===== config.mk =====
export PLATFORM = sky130hd
export DESIGN_NAME = cpu_alu_arbiter
export DESIGN_NICKNAME = d
export VERILOG_FILES = /design/src/rtl/cpu_alu_arbiter.sv
export SDC_FILE = /design/constraint.sdc
export NUM_CORES = 1
export LEC_CHECK = 0
export ABC_AREA = 1
export BUFFER_PORTS_ARGS = -buffer_cell sky130_fd_sc_hd__clkbuf_2
export CAP_MARGIN = 5
export CORE_MARGIN = 5
export CORE_UTILIZATION = 25
export DETAILED_ROUTE_END_ITERATION = 8
export GPL_TIMING_DRIVEN = 0
export HOLD_SLACK_MARGIN = 0.03
export PLACE_DENSITY = 0.51
export SLEW_MARGIN = 20
export SYNTH_ARGS = -nofsm -noshare
export SYNTH_HDL_FRONTEND = slang
export SYNTH_SLANG_ARGS = --single-unit

===== constraint.sdc =====
create_clock -name i_clock -period 1.9 [get_ports i_clock]
set_input_delay 0.095 -clock i_clock [delete_from_list [all_inputs] [get_ports i_clock]]
set_output_delay 0.095 -clock i_clock [all_outputs]
set_load 0.005 [all_outputs]

===== src/rtl/cpu_alu_arbiter.sv =====
// cpu_alu_arbiter
// ----------------
// Shares one combinational CPU_ALU between two requesters:
//   port A - execute stage
//   port B - auxiliary unit (address / trap logic)
//
// Transaction flow:
//   IDLE     pick a requester, pulse its ready, register its op/operands
//            onto the ALU input pins
//   EXECUTE  one cycle while the ALU evaluates; capture its result into
//            the owner's response register
//   RESPOND  hold valid/result until the owner acknowledges
//
// The ALU operand registers only change on a grant edge, so the ALU sees
// stable inputs for the whole EXECUTE/RESPOND window.
module cpu_alu_arbiter #(
  // 1 = round-robin between A and B, 0 = fixed priority (A always wins)
  parameter bit P_ROUND_ROBIN = 1'b1
) (
  input  logic        i_clock,
  input  logic        i_reset,       // asynchronous, active-low

  // Requester A (execute stage)
  input  logic        i_a_request,
  input  logic [5:0]  i_a_op,
  input  logic [31:0] i_a_op1,
  input  logic [31:0] i_a_op2,
  output logic        o_a_ready,
  output logic        o_a_valid,
  output logic [31:0] o_a_result,
  input  logic        i_a_ack,

  // Requester B (auxiliary unit)
  input  logic        i_b_request,
  input  logic [5:0]  i_b_op,
  input  logic [31:0] i_b_op1,
  input  logic [31:0] i_b_op2,
  output logic        o_b_ready,
  output logic        o_b_valid,
  output logic [31:0] o_b_result,
  input  logic        i_b_ack,

  // Shared ALU
  output logic [5:0]  o_alu_op,
  output logic [31:0] o_alu_op1,
  output logic [31:0] o_alu_op2,
  input  logic [31:0] i_alu_result
);

  // ------------------------------------------------------------------
  // State encoding and requester identifiers
  // ------------------------------------------------------------------
  localparam logic [1:0] S_IDLE    = 2'd0;
  localparam logic [1:0] S_EXECUTE = 2'd1;
  localparam logic [1:0] S_RESPOND = 2'd2;

  localparam logic OWNER_A = 1'b0;
  localparam logic OWNER_B = 1'b1;

  // ------------------------------------------------------------------
  // Registers
  // ------------------------------------------------------------------
  logic [1:0]  r_state;
  logic        r_owner;        // requester whose op is in flight
  logic        r_last_grant;   // requester granted most recently

  // ------------------------------------------------------------------
  // Combinational signals
  // ------------------------------------------------------------------
  logic [1:0]  w_state_next;
  logic        w_grant;        // a grant happens this cycle
  logic        w_grant_sel;    // which requester is granted
  logic        w_owner_ack;    // acknowledge from the current owner only
  logic [5:0]  w_sel_op;
  logic [31:0] w_sel_op1;
  logic [31:0] w_sel_op2;

  // Arbitration: only in IDLE; a tie goes to the side not granted last
  // in round-robin mode, or to A in fixed-priority mode.
  // NOTE: every output of an always_comb gets a default first so no path
  // leaves it unassigned; otherwise a latch is inferred.
  always_comb begin
    w_grant     = 1'b0;
    w_grant_sel = OWNER_A;
    if (r_state == S_IDLE) begin
      unique case ({i_a_request, i_b_request})
        2'b10: begin
          w_grant     = 1'b1;
          w_grant_sel = OWNER_A;
        end
        2'b01: begin
          w_grant     = 1'b1;
          w_grant_sel = OWNER_B;
        end
        2'b11: begin
          w_grant     = 1'b1;
          w_grant_sel = (P_ROUND_ROBIN && (r_last_grant == OWNER_A))
                        ? OWNER_B : OWNER_A;
        end
        default: begin
          w_grant     = 1'b0;
          w_grant_sel = OWNER_A;
        end
      endcase
    end
  end

  // Ready is a same-cycle accept pulse; at most one side is ever granted.
  assign o_a_ready = w_grant && (w_grant_sel == OWNER_A);
  assign o_b_ready = w_grant && (w_grant_sel == OWNER_B);

  // Only the owner's acknowledge retires a result; the other side's is ignored.
  assign w_owner_ack = (r_owner == OWNER_A) ? i_a_ack : i_b_ack;

  // Operand mux feeding the ALU input registers.
  assign w_sel_op  = (w_grant_sel == OWNER_B) ? i_b_op  : i_a_op;
  assign w_sel_op1 = (w_grant_sel == OWNER_B) ? i_b_op1 : i_a_op1;
  assign w_sel_op2 = (w_grant_sel == OWNER_B) ? i_b_op2 : i_a_op2;

  // Next-state logic: IDLE -> EXECUTE on grant, EXECUTE lasts one cycle,
  // RESPOND waits for the owner's acknowledge.
  always_comb begin
    w_state_next = r_state;
    unique case (r_state)
      S_IDLE:    if (w_grant)     w_state_next = S_EXECUTE;
      S_EXECUTE:                  w_state_next = S_RESPOND;
      S_RESPOND: if (w_owner_ack) w_state_next = S_IDLE;
      default:                    w_state_next = S_IDLE;
    endcase
  end

  // State register.
  // NOTE: clocked blocks use non-blocking assignments so every register
  // samples the pre-edge values, independent of block ordering.
  always_ff @(posedge i_clock or negedge i_reset) begin
    if (!i_reset) begin
      r_state <= S_IDLE;
    end else begin
      r_state <= w_state_next;
    end
  end

  // Owner and last-grant tracking; last grant resets to B so A wins the
  // first tie after reset.
  always_ff @(posedge i_clock or negedge i_reset) begin
    if (!i_reset) begin
      r_owner      <= OWNER_A;
      r_last_grant <= OWNER_B;
    end else if (w_grant) begin
      r_owner      <= w_grant_sel;
      r_last_grant <= w_grant_sel;
    end
  end

  // ALU operand registers: loaded only on a grant edge, hold otherwise.
  always_ff @(posedge i_clock or negedge i_reset) begin
    if (!i_reset) begin
      o_alu_op  <= '0;
      o_alu_op1 <= '0;
      o_alu_op2 <= '0;
    end else if (w_grant) begin
      o_alu_op  <= w_sel_op;
      o_alu_op1 <= w_sel_op1;
      o_alu_op2 <= w_sel_op2;
    end
  end

  // Result capture at the end of EXECUTE into the owner's register; the
  // value is kept after valid drops.
  always_ff @(posedge i_clock or negedge i_reset) begin
    if (!i_reset) begin
      o_a_result <= '0;
      o_b_result <= '0;
    end else if (r_state == S_EXECUTE) begin
      if (r_owner == OWNER_A) begin
        o_a_result <= i_alu_result;
      end else begin
        o_b_result <= i_alu_result;
      end
    end
  end

  // Valid flags: set with the result capture, cleared on the owner's ack.
  always_ff @(posedge i_clock or negedge i_reset) begin
    if (!i_reset) begin
      o_a_valid <= 1'b0;
      o_b_valid <= 1'b0;
    end else begin
      unique case (r_state)
        S_EXECUTE: begin
          if (r_owner == OWNER_A) o_a_valid <= 1'b1;
          else                    o_b_valid <= 1'b1;
        end
        S_RESPOND: begin
          if (w_owner_ack) begin
            if (r_owner == OWNER_A) o_a_valid <= 1'b0;
            else                    o_b_valid <= 1'b0;
          end
        end
        default: begin
          o_a_valid <= o_a_valid;
          o_b_valid <= o_b_valid;
        end
      endcase
    end
  end

endmodule


==> flow_summary.yaml <==
layout:
  syn_to_final_growth_pct: 73.9
  drive_gt1_frac: 0.336
  instances_no_fill: 1513
  layout.nets: 1356
critical_path:
  crit_required_ps: 1800
  worstPathArrival_ps: 1690
  slowest_delay_ps: 550
  worstPathCellList: "nand2_4 -> nand2_4 -> nor2_4 -> clkbuf_4 -> nor2_1 -> clkbuf_2"
  end_kind: "primary output"
  cp-start-kind: "register"
  crit_family: "flip-flops"
  worst-path-buf-inv: 2
  cpMaxStageDelayCell: "dfstp_2"
  crit_fanout: 10
  critPathMostFrequentCell: "nand2_4"
  path_class: "register to primary output"
floorplanning:
  initial_core_util: 0.255
  dieWidth_um: 165
  core_area_um2: 23500
  ios: 316
  row_count: 56
  dieArea_um2: 27200
  die_y_um: 165
yosys:
  synth.top_cell.area_share: 0.579
  synth.distinct_cells: 19
  synth-edff-count: 0
  synth_common_cells: "nand2_1, dfrtp_1, nand4_1, nand3_1, o21ai_1"
  synthCells: 663
  synth_async_sr_flop_share: 1.00
  ys_seq_area_frac: 0.583
  synth_area_um2: 6010
  synth.most_common_cell: "nand2_1"
  yosys.area.top_type: "dfrtp_1"
  syn_avg_cell_area_um2: 9.07
  yosys_warnings: 0
  ys_seq_elements: 140
  synthTopCellsByArea: "dfrtp_1, nand2_1, nand4_1"
  synthesis.nets: 841
  synthFlopType: "dfrtp_1"
timing:
  drv_slew: 0
  relSlewSlack: 0.620
  finalHoldViolCount: 0
  clock.fmax_mhz: 559
  finalSetupTns_ps: 0
  min_period_ps: 1790
  finalSetupViolCount: 0
  period_share: 0.941
  tightest_slew_ps: 569
  fin_skew_ps: 6.69
  setup_slack_ps: 112
power_and_ir_drop:
  ir_drop_mv: 0.585
  finalPower_mw: 15.2
  p_leak_nw: 5.40
  power.density_nw_per_um2: 1460
routing:
  ant_nets: 0
  first_pass_iters: 5
  wl_per_cell_um: 17.1
  wirelength_mm: 25.8
  drc: 0
  avgViaCountPerCell: 4.51
  drtIter0Drc: 324
  vias: 6827
cts:
  clock-root-buffer: "clkbuf_16"
  cts_buffer_depth: 2
  htreeDepth: 4
  cts.sinks: 140
  cts_buffers: 17
  insertion_delay_ps: 410
  path_clk_slew_ps: 60
  cts_tree: "yes"
global_routing:
  grt_pass1_wl_mm: 39.2
  grt_pass1_vias: 7042
  overflow: 0
  grt_max_degree: 79
  antenna_found_initial: 1
  track_usage: 0.185
min_path:
  hp-class: "input port to register"
place:
  io_buffer_count: 314
  dp.cells: 1297
  dp_hpwl_mm: 17.8
  gp_congestion: 0.820
  place_ws_ps: 97.2
status:
  outcome: "completed"
job:
  drv_cap: 0
power breakdown:
group | internal, mW | switching, mW | total (mW)
clock | 1.98 | 1.39 | 3.38
sequential | 4.50 | 0.848 | 5.34
combinational | 2.87 | 3.64 | 6.51
stage by stage:
stage	cell area (um2)	util	hold slack, ps
after floorplan	6010	-	-201
after global placement	7980	0.339	315
after detailed placement	8020	0.341	142
after CTS	10400	0.442	131
after global routing	10500	0.444	106
final	10500	0.444	103
cells by family (layout without fill, tap and decap cells):
family | Yosys count | in the layout | synth area share
and+or+nand+nor | 363 | 363 | 0.281
DFF | 140 | 140 | 0.583
buffers and inverters | 92 | 620 | 0.0787
AOI/OAI and AO/OA | 68 | 68 | 0.0570
other | 0 | 3 | 0
final cells by class:
| class | instances | area [um2] |
|---|---|---|
| Fill cell | 2323 | 13100 |
| Sequential cell | 140 | 3500 |
| Timing Repair Buffer | 496 | 3420 |
| Multi-Input combinational cell | 431 | 2050 |
| Clock buffer | 20 | 447 |
| Tap cell | 319 | 399 |
| Buffer | 53 | 335 |
| Inverter | 39 | 146 |
| Clock inverter | 12 | 140 |
| Antenna cell | 3 | 7.51 |
worst paths after layout:
path / start / to / slack (ps) / depth (start not counted)
max: r_last_grant / o_a_ready / 110 / 6
min: i_a_request / o_alu_op1[2] / 100 / 4
max reg2reg: r_last_grant / o_alu_op2[27] / 110 / 7
min reg2reg: o_a_result[15] / o_a_result[15] / 490 / 2
max in group asynchronous: i_reset / r_last_grant / 820 / 3
min in group asynchronous: i_reset / o_b_result[22] / 230 / 2
cells in the final DEF, fill, tap and decap left out, types with 2 or more instances in the layout:
cell	instances
nand2_4	4
dfrtp_1	139
clkbuf_16	17
dlygate4sd3_1	177
clkbuf_1	14
clkbuf_8	2
inv_1	37
buf_4	21
inv_2	2
inv_6	2
buf_2	15
clkbuf_2	314
o21ai_0	3
nand4_1	85
nand2_1	200
nand3_1	70
clkinvlp_4	3
diode_2	3
o21ai_1	64
nor2_4	2
bufinv_16	2
buf_6	6
clkinv_4	4
flip-flops by register name, indices dropped and copies added, names as in the netlist:
| name | count |
|---|---|
| o_alu_op | 6 |
| r_owner | 1 |
| r_last_grant | 1 |
| o_a_result | 32 |
| o_b_result | 32 |
| o_alu_op2 | 32 |
| r_state | 2 |
| o_a_valid | 1 |
| o_alu_op1 | 32 |
| o_b_valid | 1 |
worst reg2reg max path: cells and delay by family, from the launching register on:
family / cells / cell delay, ps
flops: 1 / 550
simple gates: 4 / 380
buf+inv: 3 / 810
timing repair:
action	4_1_cts	5_1_grt
hold buffers	177	0
resized for setup	2	9
setup buffers	2	2
pin swaps	1	1
hold endpoints to repair	199	0
setup endpoints to repair	2	9
per-layer routing:
metal	vias to the layer above	wire (um)	GRT usage
met5	-	0	0
met4	0	743	0.0628
met3	58	1570	0.0400
met2	278	12700	0.308
met1	3214	10900	0.238
li1	3277	-	-
Power figures use the tool's default switching activity.
